$ cat config.mk
export PLATFORM = sky130hd
export DESIGN_NAME = systolic_feeder_4x4
export DESIGN_NICKNAME = d
export VERILOG_FILES = /design/src/rtl/systolic_feeder_4x4.sv
export SDC_FILE = /design/constraint.sdc
export NUM_CORES = 1
export LEC_CHECK = 0
export CORE_MARGIN = 2
export CORE_UTILIZATION = 55
export DETAILED_ROUTE_END_ITERATION = 12
export PLACE_DENSITY = 0.75
export SYNTH_ARGS = -nofsm -noshare
export SYNTH_HDL_FRONTEND = slang
export SYNTH_SLANG_ARGS = --single-unit
$ cat constraint.sdc
create_clock -name clk -period 8.1 [get_ports clk]
set_clock_uncertainty 0.05 [all_clocks]
set_input_delay 2.025 -clock clk [delete_from_list [all_inputs] [get_ports clk]]
set_output_delay 2.025 -clock clk [all_outputs]
set_load 0.005 [all_outputs]
$ cat src/rtl/systolic_feeder_4x4.sv
// Operand feeder for a 4x4 systolic array: stores A and B matrices and
// replays them as diagonally skewed row/column streams with MAC enable.
module systolic_feeder_4x4 #(
    parameter int unsigned DATA_WIDTH = 8
) (
    input  logic                  clk,
    input  logic                  rst,
    input  logic                  ld_valid,
    output logic                  ld_ready,
    input  logic                  ld_sel,
    input  logic [3:0]            ld_addr,
    input  logic [DATA_WIDTH-1:0] ld_data,
    input  logic                  start,
    output logic                  busy,
    output logic                  acc_clr,
    output logic                  we_out,
    output logic [DATA_WIDTH-1:0] a_out0,
    output logic [DATA_WIDTH-1:0] a_out1,
    output logic [DATA_WIDTH-1:0] a_out2,
    output logic [DATA_WIDTH-1:0] a_out3,
    output logic [DATA_WIDTH-1:0] b_out0,
    output logic [DATA_WIDTH-1:0] b_out1,
    output logic [DATA_WIDTH-1:0] b_out2,
    output logic [DATA_WIDTH-1:0] b_out3,
    output logic                  done
);

    typedef enum logic [1:0] {
        S_IDLE,
        S_CLEAR,
        S_STREAM,
        S_DONE
    } state_t;

    state_t state_q, state_d;
    logic [3:0] step_q, step_d;

    logic [DATA_WIDTH-1:0] a_mem_q [16];
    logic [DATA_WIDTH-1:0] b_mem_q [16];

    logic ld_ready_q, ld_ready_d;
    logic busy_q, busy_d;
    logic acc_clr_q, acc_clr_d;
    logic we_q, we_d;
    logic done_q, done_d;
    logic [3:0][DATA_WIDTH-1:0] a_q, a_d;
    logic [3:0][DATA_WIDTH-1:0] b_q, b_d;

    logic wr_en;

    // Writes are only accepted while the feeder advertises ready (IDLE).
    assign wr_en = ld_valid && ld_ready_q;

    // Operand storage; cleared on reset, written from the load port.
    always_ff @(posedge clk) begin
        if (rst) begin
            for (int unsigned i = 0; i < 16; i++) begin
                a_mem_q[i] <= '0;
                b_mem_q[i] <= '0;
            end
        end else if (wr_en) begin
            if (ld_sel) b_mem_q[ld_addr] <= ld_data;
            else        a_mem_q[ld_addr] <= ld_data;
        end
    end

    // Next state plus output values decoded from the next state, so every
    // output is a flop that lines up with the state it describes.
    always_comb begin
        state_d = state_q;
        step_d  = step_q;
        case (state_q)
            S_IDLE: begin
                if (start) begin
                    state_d = S_CLEAR;
                    step_d  = '0;
                end
            end
            S_CLEAR: begin
                state_d = S_STREAM;
                step_d  = '0;
            end
            S_STREAM: begin
                if (step_q == 4'd9) state_d = S_DONE;
                else                step_d  = step_q + 4'd1;
            end
            S_DONE: begin
                state_d = S_IDLE;
            end
            default: state_d = S_IDLE;
        endcase

        ld_ready_d = (state_d == S_IDLE);
        busy_d     = (state_d != S_IDLE);
        acc_clr_d  = (state_d == S_CLEAR);
        we_d       = (state_d == S_STREAM);
        done_d     = (state_d == S_DONE);
        a_d        = '0;
        b_d        = '0;
        if (state_d == S_STREAM) begin
            // Row i carries A[i][t-i]; column j carries B[t-j][j].
            for (int unsigned i = 0; i < 4; i++) begin
                if (step_d >= 4'(i) && (step_d - 4'(i)) <= 4'd3) begin
                    a_d[i] = a_mem_q[{2'(i), 2'(step_d - 4'(i))}];
                    b_d[i] = b_mem_q[{2'(step_d - 4'(i)), 2'(i)}];
                end
            end
        end
    end

    // State and registered outputs.
    always_ff @(posedge clk) begin
        if (rst) begin
            state_q    <= S_IDLE;
            step_q     <= '0;
            ld_ready_q <= 1'b1;
            busy_q     <= 1'b0;
            acc_clr_q  <= 1'b0;
            we_q       <= 1'b0;
            done_q     <= 1'b0;
            a_q        <= '0;
            b_q        <= '0;
        end else begin
            state_q    <= state_d;
            step_q     <= step_d;
            ld_ready_q <= ld_ready_d;
            busy_q     <= busy_d;
            acc_clr_q  <= acc_clr_d;
            we_q       <= we_d;
            done_q     <= done_d;
            a_q        <= a_d;
            b_q        <= b_d;
        end
    end

    assign ld_ready = ld_ready_q;
    assign busy     = busy_q;
    assign acc_clr  = acc_clr_q;
    assign we_out   = we_q;
    assign done     = done_q;
    assign a_out0   = a_q[0];
    assign a_out1   = a_q[1];
    assign a_out2   = a_q[2];
    assign a_out3   = a_q[3];
    assign b_out0   = b_q[0];
    assign b_out1   = b_q[1];
    assign b_out2   = b_q[2];
    assign b_out3   = b_q[3];

endmodule

; ---- Yosys cells after proc, flatten, opt, wreduce, memory -nomap -nowiden
; Memory sizes are Yosys's and may differ from the RTL's. A register that Yosys moved wholly into a read port is not among the register bits.
; Index checks and enable logic that the tools add are counted.
[totals]
reg_bits = 11
latchBits = 0
input_bits = 17
romBits = 0
ramBits = 256
wordCells = 69
n_memories = 2
[classes]
n_addsub = 4
div = 0
n_mul = 0
n_shift = 0
bitwise = 5
reduce_logical = 14
n_eq_ne = 7
magnitude_cmp = 8
n_mux = 22
[mem_list]
columns = memory, words, word_bits, rd, rd_clocked_by_memory_dff, wr, line_no
row1 = a_mem_q, 16, 8, 4, 4, 16, 38  ; logic [DATA_WIDTH-1:0] a_mem_q [16];
row2 = b_mem_q, 16, 8, 4, 4, 16, 39  ; logic [DATA_WIDTH-1:0] b_mem_q [16];
[ops]
columns = cell, n
row1 = "<= comparator 4 x 2 -> 1 bit, second input constant", 4
row2 = two-way mux 4 bit, 4
row3 = two-way mux 8 bit, 2
row4 = OR reduction 8 bit, 2
row5 = two-way mux 1 bit, 12
row6 = one-hot mux 4 bit (3 select lines), 1
row7 = OR reduction 3 bit, 4
row8 = "equality test 2 bit, second input constant", 4
row9 = "greater-or-equal comparator 4 x 1 -> 1 bit, second input constant", 2
row10 = "greater-or-equal comparator 4 x 2 -> 1 bit, second input constant", 2
row11 = one-hot mux 2 bit (4 select lines), 1
row12 = "subtractor 4 x 2 -> 4 bit, second input constant", 2
row13 = logical AND 1 bit, 5
row14 = NOT 1 bit, 5
row15 = "adder 4 x 1 -> 4 bit, second input constant", 1
row16 = "equality test 2 x 1 -> 1 bit, second input constant", 2
row17 = "equality test 4 bit, second input constant", 1
row18 = logical NOT 2 bit, 2
row19 = two-way mux 2 bit, 2
row20 = "subtractor 4 x 1 -> 4 bit, second input constant", 1
row21 = nonzero test 2 bit, 1

; ---- Logic depth before layout (Yosys ltp)
; Gate-level depths: netlist of run 1.
[logic_depth]
ltp_word = 8
mapped_depth = 14
ltp_nobuf = 12

; ---- Least setup slack after synthesis of run 1
; OpenSTA, ideal clock, no wires.
[synth_timing]
path_type = input to register
from = input port start
to = register a_q (netlist bit a_out1[3]) (read register of a_mem_q)
setup_slack_ps = 3959
arrival_ps = 4022
path_buffers = 2
setup_ps = 70
path_stages = 12
path_cell_list = nor2b_1 -> nor3_2 -> o22ai_4 -> inv_2 -> clkbuf_1 -> ha_1 -> inv_1 -> a31oi_1 -> xnor2_1 -> nand3_1 -> buf_2 -> a21oi_1
[synth_between]
elab_chain_len = 7
word_cells_on_any_way = 12
classes_between = add/sub: 1 / order compare: 2 / eq/ne: 1 / mux: 4 / bitwise: 2 / reduce/logical: 2
[synth_rtl]
columns = element, line_no
row1 = "start, declared", 13  ; input logic start,
row2 = two-way mux 4 bit, 74  ; if (start) begin
row3 = one-hot mux 4 bit (3 select lines), 72  ; case (state_q)
row4 = subtractor 4 x 1 -> 4 bit, 104  ; a_d[i] = a_mem_q[{2'(i), 2'(step_d - 4'(i))}];
row5 = <= comparator 4 x 2 -> 1 bit, 103  ; if (step_d >= 4'(i) && (step_d - 4'(i)) <= 4'd3) begin
row6 = logical AND 1 bit, 103
row7 = NOT 1 bit (no source line), --
row8 = OR reduction 3 bit (no source line), --
row9 = "end, declared", 46  ; logic [3:0][DATA_WIDTH-1:0] a_q, a_d;
; Parallel ways exist; a longest one is shown, timed or not.
; A chain may end at the register's enable or synchronous reset.

; ---- Final worst setup path of run 1
[layout_timing]
from = input port start
to = register a_q (netlist bit a_out1[7]) (read register of a_mem_q)
; Same word-level chain as after synthesis.

==> reports/qor.tcl, run 1 <==
set qor(run_status) {completed}
set qor(finalSetupViolations) 0
set qor(synthFlopType) {sky130_fd_sc_hd__edfxtp_1}
set qor(globalplace.congestion) 0.798
set qor(initial_utilization) 0.560
set qor(worst_path_largest_cell_delay_ns) 0.69
set qor(max_slew.worst_pin.slew_ns) 1.26
set qor(gr-usage-all-layers) 0.238
set qor(postRouteAntennaNets) 0
set qor(num_vias) 8237
set qor(post-route-drc-count) 0
set qor(cts_buffers) 34
set qor(p_per_area_nw_per_um2) 273
set qor(synth_top_area_cell) {sky130_fd_sc_hd__edfxtp_1}
set qor(totalNegativeSetupSlack_ns) 0
set qor(yosysUniqueCellTypes) 48
set qor(synth.ff_latch_count) 331
set qor(min-delay-start) {a_mem_q[13][6]$_SDFFCE_PN0P_}
set qor(cts-htree-levels) 2
set qor(clockRootBuffer) {sky130_fd_sc_hd__clkbuf_16}
set qor(cp-startpoint) {start}
set qor(tritoncts_clock_tree) {built}
set qor(cp-start-kind) {primary input}
set qor(layout-area-overhead-vs-synth_pct) 16.4
set qor(layout.cells.most_common) {sky130_fd_sc_hd__and2_1}
set qor(wl_um) 30900
set qor(ratio_of_cells_with_drive_above_1_in_the_final_layout) 0.141
set qor(period_needed_ns) 5.30
set qor(grt_overflow_total) 0
set qor(grt_pass1_vias) 8225
set qor(die_y_um) 161
set qor(ctsResizeCount) 0
set qor(coreArea_sq_um) 24200
set qor(placement.io_buffers) 85
set qor(post-cts-setup-buffer-count) 0
set qor(chipWidth_um) 161
set qor(critical_path.max_fanout) 19
set qor(hold_buffers) 0
set qor(synth-warning-count) 0
set qor(synth.net_count) 1020
set qor(floorplan.die_area_sq_um) 25900
set qor(dp.final_hpwl_um) 18400
set qor(drv_slew) 0
set qor(maxcap_violations) 0
set qor(synthTopCellsByArea) {sky130_fd_sc_hd__edfxtp_1 (57%), sky130_fd_sc_hd__and2_1 (12%), sky130_fd_sc_hd__dfxtp_1 (11%)}
set qor(detail_route.vias_per_cell) 5.83
set qor(post_synthesis_mean_instance_area_sq_um) 13.6
set qor(max_clock_freq_mhz) 189
set qor(worst_ir_drop_vdd_uv) 198
set qor(timing_worst_setup_path_type) {in2reg}
set qor(end_kind) {flop}
set qor(drt-wirelength-per-cell_um) 21.9
set qor(report.final.hold_viol_count) 0
set qor(signal_arrival_time_at_the_worst_endpoint_ns) 5.65
set qor(p_leak_uw) 0.00576
set qor(clkSlewWorstSetupHoldPaths_ns) 0.06
set qor(detailedRoute.firstPassIterationCount) 7
set qor(synth-edff-count) 256
set qor(layout.cells.most_common_list) {sky130_fd_sc_hd__and2_1 (258), sky130_fd_sc_hd__edfxtp_1 (256), sky130_fd_sc_hd__clkdlybuf4s50_1 (85), sky130_fd_sc_hd__dfxtp_1 (75), sky130_fd_sc_hd__nor2_1 (74)}
set qor(placementRows) 57
set qor(min_path_type) {reg2reg}
set qor(detailedRoute.firstIterationViolations) 921
set qor(clock_tree.buffer_depth) 3
set qor(synth.cell_area_sq_um) 13600
set qor(fraction_of_synthesis_flops_using_an_asynchronous_set_or_reset_pin) 0
set qor(grt_max_degree) 54
set qor(synthesis.instances) 995
set qor(final.period_utilization) 0.654
set qor(synth-seq-area-share) 0.677
set qor(number_of_antenna_violations_at_the_first_check_in_global_routing) 0
set qor(fin_worst_hold_slack_ns) 0.447
set qor(worst_skew_pair.late_latency_ns) 0.51
set qor(worstPathCellList) {clkdlybuf4s50_1, nor2b_1, nor3_2, o22ai_4, inv_2, ha_1, a31oi_1, xnor2_1, nand3_1, a21oi_1}
set qor(cts.sink_count) 331
set qor(rr_startpoint) {state_q[0]$_SDFF_PP0_}
set qor(design.portCount) 86
set qor(antenna_diode_instance_count) 0
set qor(critical_path_required_ns) 8.45
set qor(grt_setup_unrepaired) {false}
set qor(grt_first_pass_wirelength_um) 47100
set qor(layout.nets) 1088
set qor(synthDominantCellAreaShare) 0.566
set qor(crit_path_top_delay_cell) {sky130_fd_sc_hd__o22ai_4}
set qor(tightest_slew_margin_relative_to_the_limit) 0.154
stage by stage:
step           setup WS, ns  total power, uW  area [sq um]  utilization  instances
6_report               2.80             4310         15800        0.651       1413
5_1_grt                2.58             4450         15800        0.651       1413
4_1_cts                2.92             4310         15800        0.651       1413
3_5_place_dp           2.42             2730         14600        0.604       1351
3_3_place_gp           2.48             2720         14600        0.604       1351
2_1_floorplan          3.96             2490         13600            -        995
cell usage after synthesis, drive strengths merged (8+ instances only):
| master | n |
|---|---|
| a22oi | 40 |
| edfxtp | 256 |
| dfxtp | 75 |
| a222oi | 44 |
| and2 | 259 |
| clkbuf | 47 |
| or2 | 33 |
| buf | 17 |
| a21oi | 20 |
| ha | 8 |
| nor3 | 10 |
| mux2 | 45 |
| nor2 | 77 |
| nand2 | 8 |
worst max-delay path: cells and delay by family:
kind / cells / cell delay [ns]
buffers and inverters: 2 / 0.79
adder cells (fa/ha/maj): 1 / 0.29
XOR/XNOR: 1 / 0.14
AND/OR/NAND/NOR: 3 / 1.19
AO/OA/AOI/OAI: 3 / 1.19
metal layers:
| layer | part of all wire | up-vias | global-route usage | wire length (um) |
|---|---|---|---|---|
| met5 | 0 | - | 0 | 0 |
| li1 | - | 3751 | - | - |
| met3 | 0.086 | 46 | 0.0424 | 2650 |
| met4 | 0.020 | 0 | 0.0726 | 615 |
| met2 | 0.48 | 369 | 0.381 | 14800 |
| met1 | 0.42 | 4071 | 0.338 | 12900 |
logic make-up (layout without fill, tap and decap cells):
family / after synthesis / count (layout) / synth area share
AO/OA/AOI/OAI: 120 / 120 / 0.0737
XOR/XNOR: 3 / 3 / 0.00194
adder cells (fa/ha/maj): 8 / 8 / 0.00738
buffers and inverters: 71 / 165 / 0.0234
flip-flops: 331 / 331 / 0.677
multiplexers: 45 / 45 / 0.0373
AND/OR/NAND/NOR: 417 / 417 / 0.179
layout make-up:
type | instances | area, sq um
Inverter | 7 | 26.3
Tap cell | 324 | 405
Multi-Input combinational cell | 593 | 4090
Clock buffer | 53 | 1040
Timing Repair Buffer | 96 | 933
Clock inverter | 9 | 119
Sequential cell | 331 | 9190
Fill cell | 1754 | 8450
registers in the layout, summed over array words and instances (netlist names), 2 cells and up:
name     count
b_out0       8
a_out1       8
a_out3       8
b_mem_q    128
b_out3       8
state_q      2
step_q       4
a_out0       8
a_out2       8
b_out2       8
b_out1       8
a_mem_q    128
power by group:
group	leakage, uW	switching (uW)	internal [uW]	total [uW]
sequential	0.00325	29.8	1900	1930
combinational	0.00195	467	303	770
clock	0.000568	625	977	1600
total	0.00576	1120	3180	4310
final timing paths:
| path | end | slack [ns] | cells past startpoint |
|---|---|---|---|
| max | a_out1[7]$_SDFF_PP0_ | 2.80 | 10 |
| max reg2reg | a_out1[7]$_SDFF_PP0_ | 4.10 | 11 |
| min | a_out3[6]$_SDFF_PP0_ | 0.45 | 2 |
| min reg2reg | a_out3[6]$_SDFF_PP0_ | 0.45 | 2 |
(Power assumes the default switching activity.)
==> run 2: changes to the inputs <==
==> constraint.sdc (replaced) <==
create_clock -name clk -period 5.1 [get_ports clk]
set_clock_uncertainty 0.05 [all_clocks]
set_input_delay 1.275 -clock clk [delete_from_list [all_inputs] [get_ports clk]]
set_output_delay 1.275 -clock clk [all_outputs]
set_load 0.005 [all_outputs]
==> run 2 against run 1 <==
Critical path depth down 1. Flip-flop and latch count unchanged. Worst setup slack worse by 1.5 ns. Sequential share of layout area down 0.32 points. Clock-buffer cell count down 2. Hold slack better by 0.0043 ns. Critical path type unchanged.
==> reports/qor.tcl, run 2 (synthesis gave the netlist of run 1 again) <==
set qor(post-route-drc-count) 0 ;# unchanged
set qor(postRouteAntennaNets) 0 ;# unchanged
set qor(globalplace.congestion) 0.796 ;# -0.23%
set qor(grt_setup_unrepaired) {false}
set qor(floorplan.die_area_sq_um) 25900 ;# unchanged
set qor(layout.cells.most_common) {sky130_fd_sc_hd__and2_1}
set qor(seqCellArea_sq_um) 9190 ;# unchanged
set qor(grt_overflow_total) 0 ;# unchanged
set qor(hold_buffers) 0 ;# unchanged
set qor(grt_pass1_vias) 8312 ;# +1.1%
set qor(antenna_diode_instance_count) 0 ;# unchanged
set qor(power_switching_share) 0.264 ;# +0.00362
set qor(design.portCount) 86 ;# unchanged
set qor(drv_slew) 0 ;# unchanged
set qor(worst_skew_pair.late_latency_ns) 0.51 ;# about the same
set qor(drt-wirelength-per-cell_um) 22.1 ;# +1.2%
set qor(max_clock_freq_mhz) 261
set qor(p_comb_frac) 0.185 ;# +0.006
set qor(grt_first_pass_wirelength_um) 48100 ;# +2.2%
set qor(placementRows) 57 ;# unchanged
set qor(signal_arrival_time_at_the_worst_endpoint_ns) 4.20 ;# -1.45 ns
set qor(die_y_um) 161 ;# unchanged
set qor(r2r_cells) 10 ;# -1
set qor(post-cts-setup-buffer-count) 0 ;# unchanged
set qor(end_kind) {flop}
set qor(p_total_uw) 6840 ;# +59%
set qor(period_needed_ns) 3.83
set qor(initial_utilization) 0.560 ;# unchanged
set qor(detail_route.vias_per_cell) 5.84 ;# +0.16%
set qor(cp-startpoint) {start}
set qor(share_of_total_power_in_sequential_cells) 0.449 ;# about the same
set qor(worst_ir_drop_vdd_uv) 300 ;# +51%
set qor(tightest_slew_margin_relative_to_the_limit) 0.113 ;# -0.0408
set qor(wl_um) 31600 ;# +2.1%
set qor(fillCellCount) 1761 ;# +0.40%
set qor(report.final.hold_viol_count) 0 ;# unchanged
set qor(clkSlewWorstSetupHoldPaths_ns) 0.06 ;# about the same
set qor(coreArea_sq_um) 24200 ;# unchanged
set qor(cp-start-kind) {primary input}
set qor(rr_startpoint) {step_q[1]$_SDFF_PP0_}
set qor(clockRootBuffer) {sky130_fd_sc_hd__clkbuf_16}
set qor(min_path_type) {reg2reg}
set qor(layout-area-overhead-vs-synth_pct) 17.0
set qor(detailedRoute.firstIterationViolations) 907 ;# -1.5%
set qor(detailedRoute.firstPassIterationCount) 7 ;# unchanged
set qor(p_leak_uw) 0.00582 ;# +1.0%
set qor(max_slew.worst_pin.slew_ns) 1.33 ;# +0.0610 ns
set qor(cts.sink_count) 331 ;# unchanged
set qor(regToRegEndpoint) {b_out3[5]$_SDFF_PP0_}
set qor(largest_registers) {a_mem_q: 128 flops, b_mem_q: 128 flops}
set qor(chipWidth_um) 161 ;# unchanged
set qor(clock_tree.buffer_depth) 3 ;# unchanged
set qor(cts-htree-levels) 2 ;# unchanged
set qor(finalSetupViolations) 0 ;# unchanged
set qor(number_of_antenna_violations_at_the_first_check_in_global_routing) 0 ;# unchanged
set qor(ff2ff_setup_slack_ns) 1.67 ;# -2.43 ns
set qor(layout.nets) 1102 ;# +1.3%
set qor(cts_buffers) 35 ;# +2.9%
set qor(dp.final_hpwl_um) 18800 ;# +2.1%
set qor(run_status) {completed}
set qor(placement.io_buffers) 85 ;# unchanged
set qor(timing_worst_setup_path_type) {in2reg}
set qor(p_int_uw) 5030 ;# +58%
set qor(totalNegativeSetupSlack_ns) 0 ;# unchanged
set qor(ratio_of_cells_with_drive_above_1_in_the_final_layout) 0.152 ;# +0.0101
set qor(clock_network_fraction_of_total_power) 0.366 ;# -0.006
set qor(ctsResizeCount) 0 ;# unchanged
set qor(final.period_utilization) 0.751
set qor(num_vias) 8326 ;# +1.1%
set qor(layout.cells.most_common_list) {sky130_fd_sc_hd__and2_1 (258), sky130_fd_sc_hd__edfxtp_1 (256), sky130_fd_sc_hd__clkdlybuf4s50_1 (85), sky130_fd_sc_hd__dfxtp_1 (75), sky130_fd_sc_hd__nor2_1 (74)}
set qor(p_switching_uw) 1810 ;# +61%
set qor(maxcap_violations) 0 ;# unchanged
set qor(gr-usage-all-layers) 0.246 ;# +0.00754
set qor(setup_crit_end) {b_out3[5]$_SDFF_PP0_}
set qor(p_per_area_nw_per_um2) 431 ;# +58%
set qor(multiInputGateArea_sq_um) 4090 ;# unchanged
set qor(grt_max_degree) 39 ;# -28%
set qor(critical_path_required_ns) 5.47 ;# -2.98 ns
set qor(critical_path.max_fanout) 37 ;# +18
set qor(tritoncts_clock_tree) {built}
[run 2: worst min path at each step]
stage                                  from                   end  slack [ns]  cells past startpoint
4_1_cts         b_mem_q[5][1]$_SDFFCE_PN0P_  b_out1[1]$_SDFF_PP0_        0.46                      2
3_3_place_gp    b_mem_q[5][1]$_SDFFCE_PN0P_  b_out1[1]$_SDFF_PP0_        0.43                      2
5_1_grt        a_mem_q[13][1]$_SDFFCE_PN0P_  a_out3[1]$_SDFF_PP0_        0.48                      2
6_report        b_mem_q[5][1]$_SDFFCE_PN0P_  b_out1[1]$_SDFF_PP0_        0.45                      2
2_1_floorplan   a_mem_q[4][1]$_SDFFCE_PN0P_  a_out1[1]$_SDFF_PP0_        0.41                      2
3_5_place_dp    b_mem_q[5][1]$_SDFFCE_PN0P_  b_out1[1]$_SDFF_PP0_        0.44                      2
[run 2: power by group through the flow]
| stage | clock (uW) | combinational (uW) | sequential [uW] |
|---|---|---|---|
| floorplan | 0 | 842 | 3120 |
| global placement | 0 | 1230 | 3120 |
| detailed placement | 0 | 1250 | 3130 |
| CTS | 2520 | 1260 | 3070 |
| global route | 2630 | 1350 | 3080 |
| finish | 2510 | 1270 | 3070 |
[run 2: stage by stage]
stage / utilization / area, sq um / setup WS, ns / std cells / hold slack (ns)
CTS: 0.655 / 15900 / 1.26 / 1426 / 0.456
floorplan: - / 13600 / 1.71 / 995 / 0.411
finish: 0.655 / 15900 / 1.27 / 1426 / 0.452
global placement: 0.608 / 14800 / 0.854 / 1364 / 0.425
global route: 0.655 / 15900 / 1.09 / 1426 / 0.478
detailed placement: 0.608 / 14800 / 0.759 / 1364 / 0.444
[run 2: final cells by class]
type / count / area share
inverter: 7 / 0.00165
sequential: 331 / 0.579
multi-input combinational: 593 / 0.257
clock inverter: 11 / 0.00835
timing repair buffer: 109 / 0.0657
tap: 324 / 0.0255
clock buffer: 51 / 0.0629
[run 2: worst max-delay path, cell delays in order]
cell and delay [ns]:
sky130_fd_sc_hd__clkdlybuf4s50_1 0.48, sky130_fd_sc_hd__nor2b_1 0.11, sky130_fd_sc_hd__nor3_2 0.45, sky130_fd_sc_hd__o22ai_4 0.15, sky130_fd_sc_hd__buf_4 0.25, sky130_fd_sc_hd__nor2_4 0.88, sky130_fd_sc_hd__buf_12 0.26, sky130_fd_sc_hd__a22oi_1 0.11
sky130_fd_sc_hd__a21oi_1 0.21
[run 2: per-layer routing]
layer,vias to the layer above,global-route usage,share of wire
met3,63,0.0480,0.086
met5,-,0,0
met1,4104,0.343,0.41
met2,383,0.394,0.48
li1,3776,-,-
met4,0,0.0787,0.026
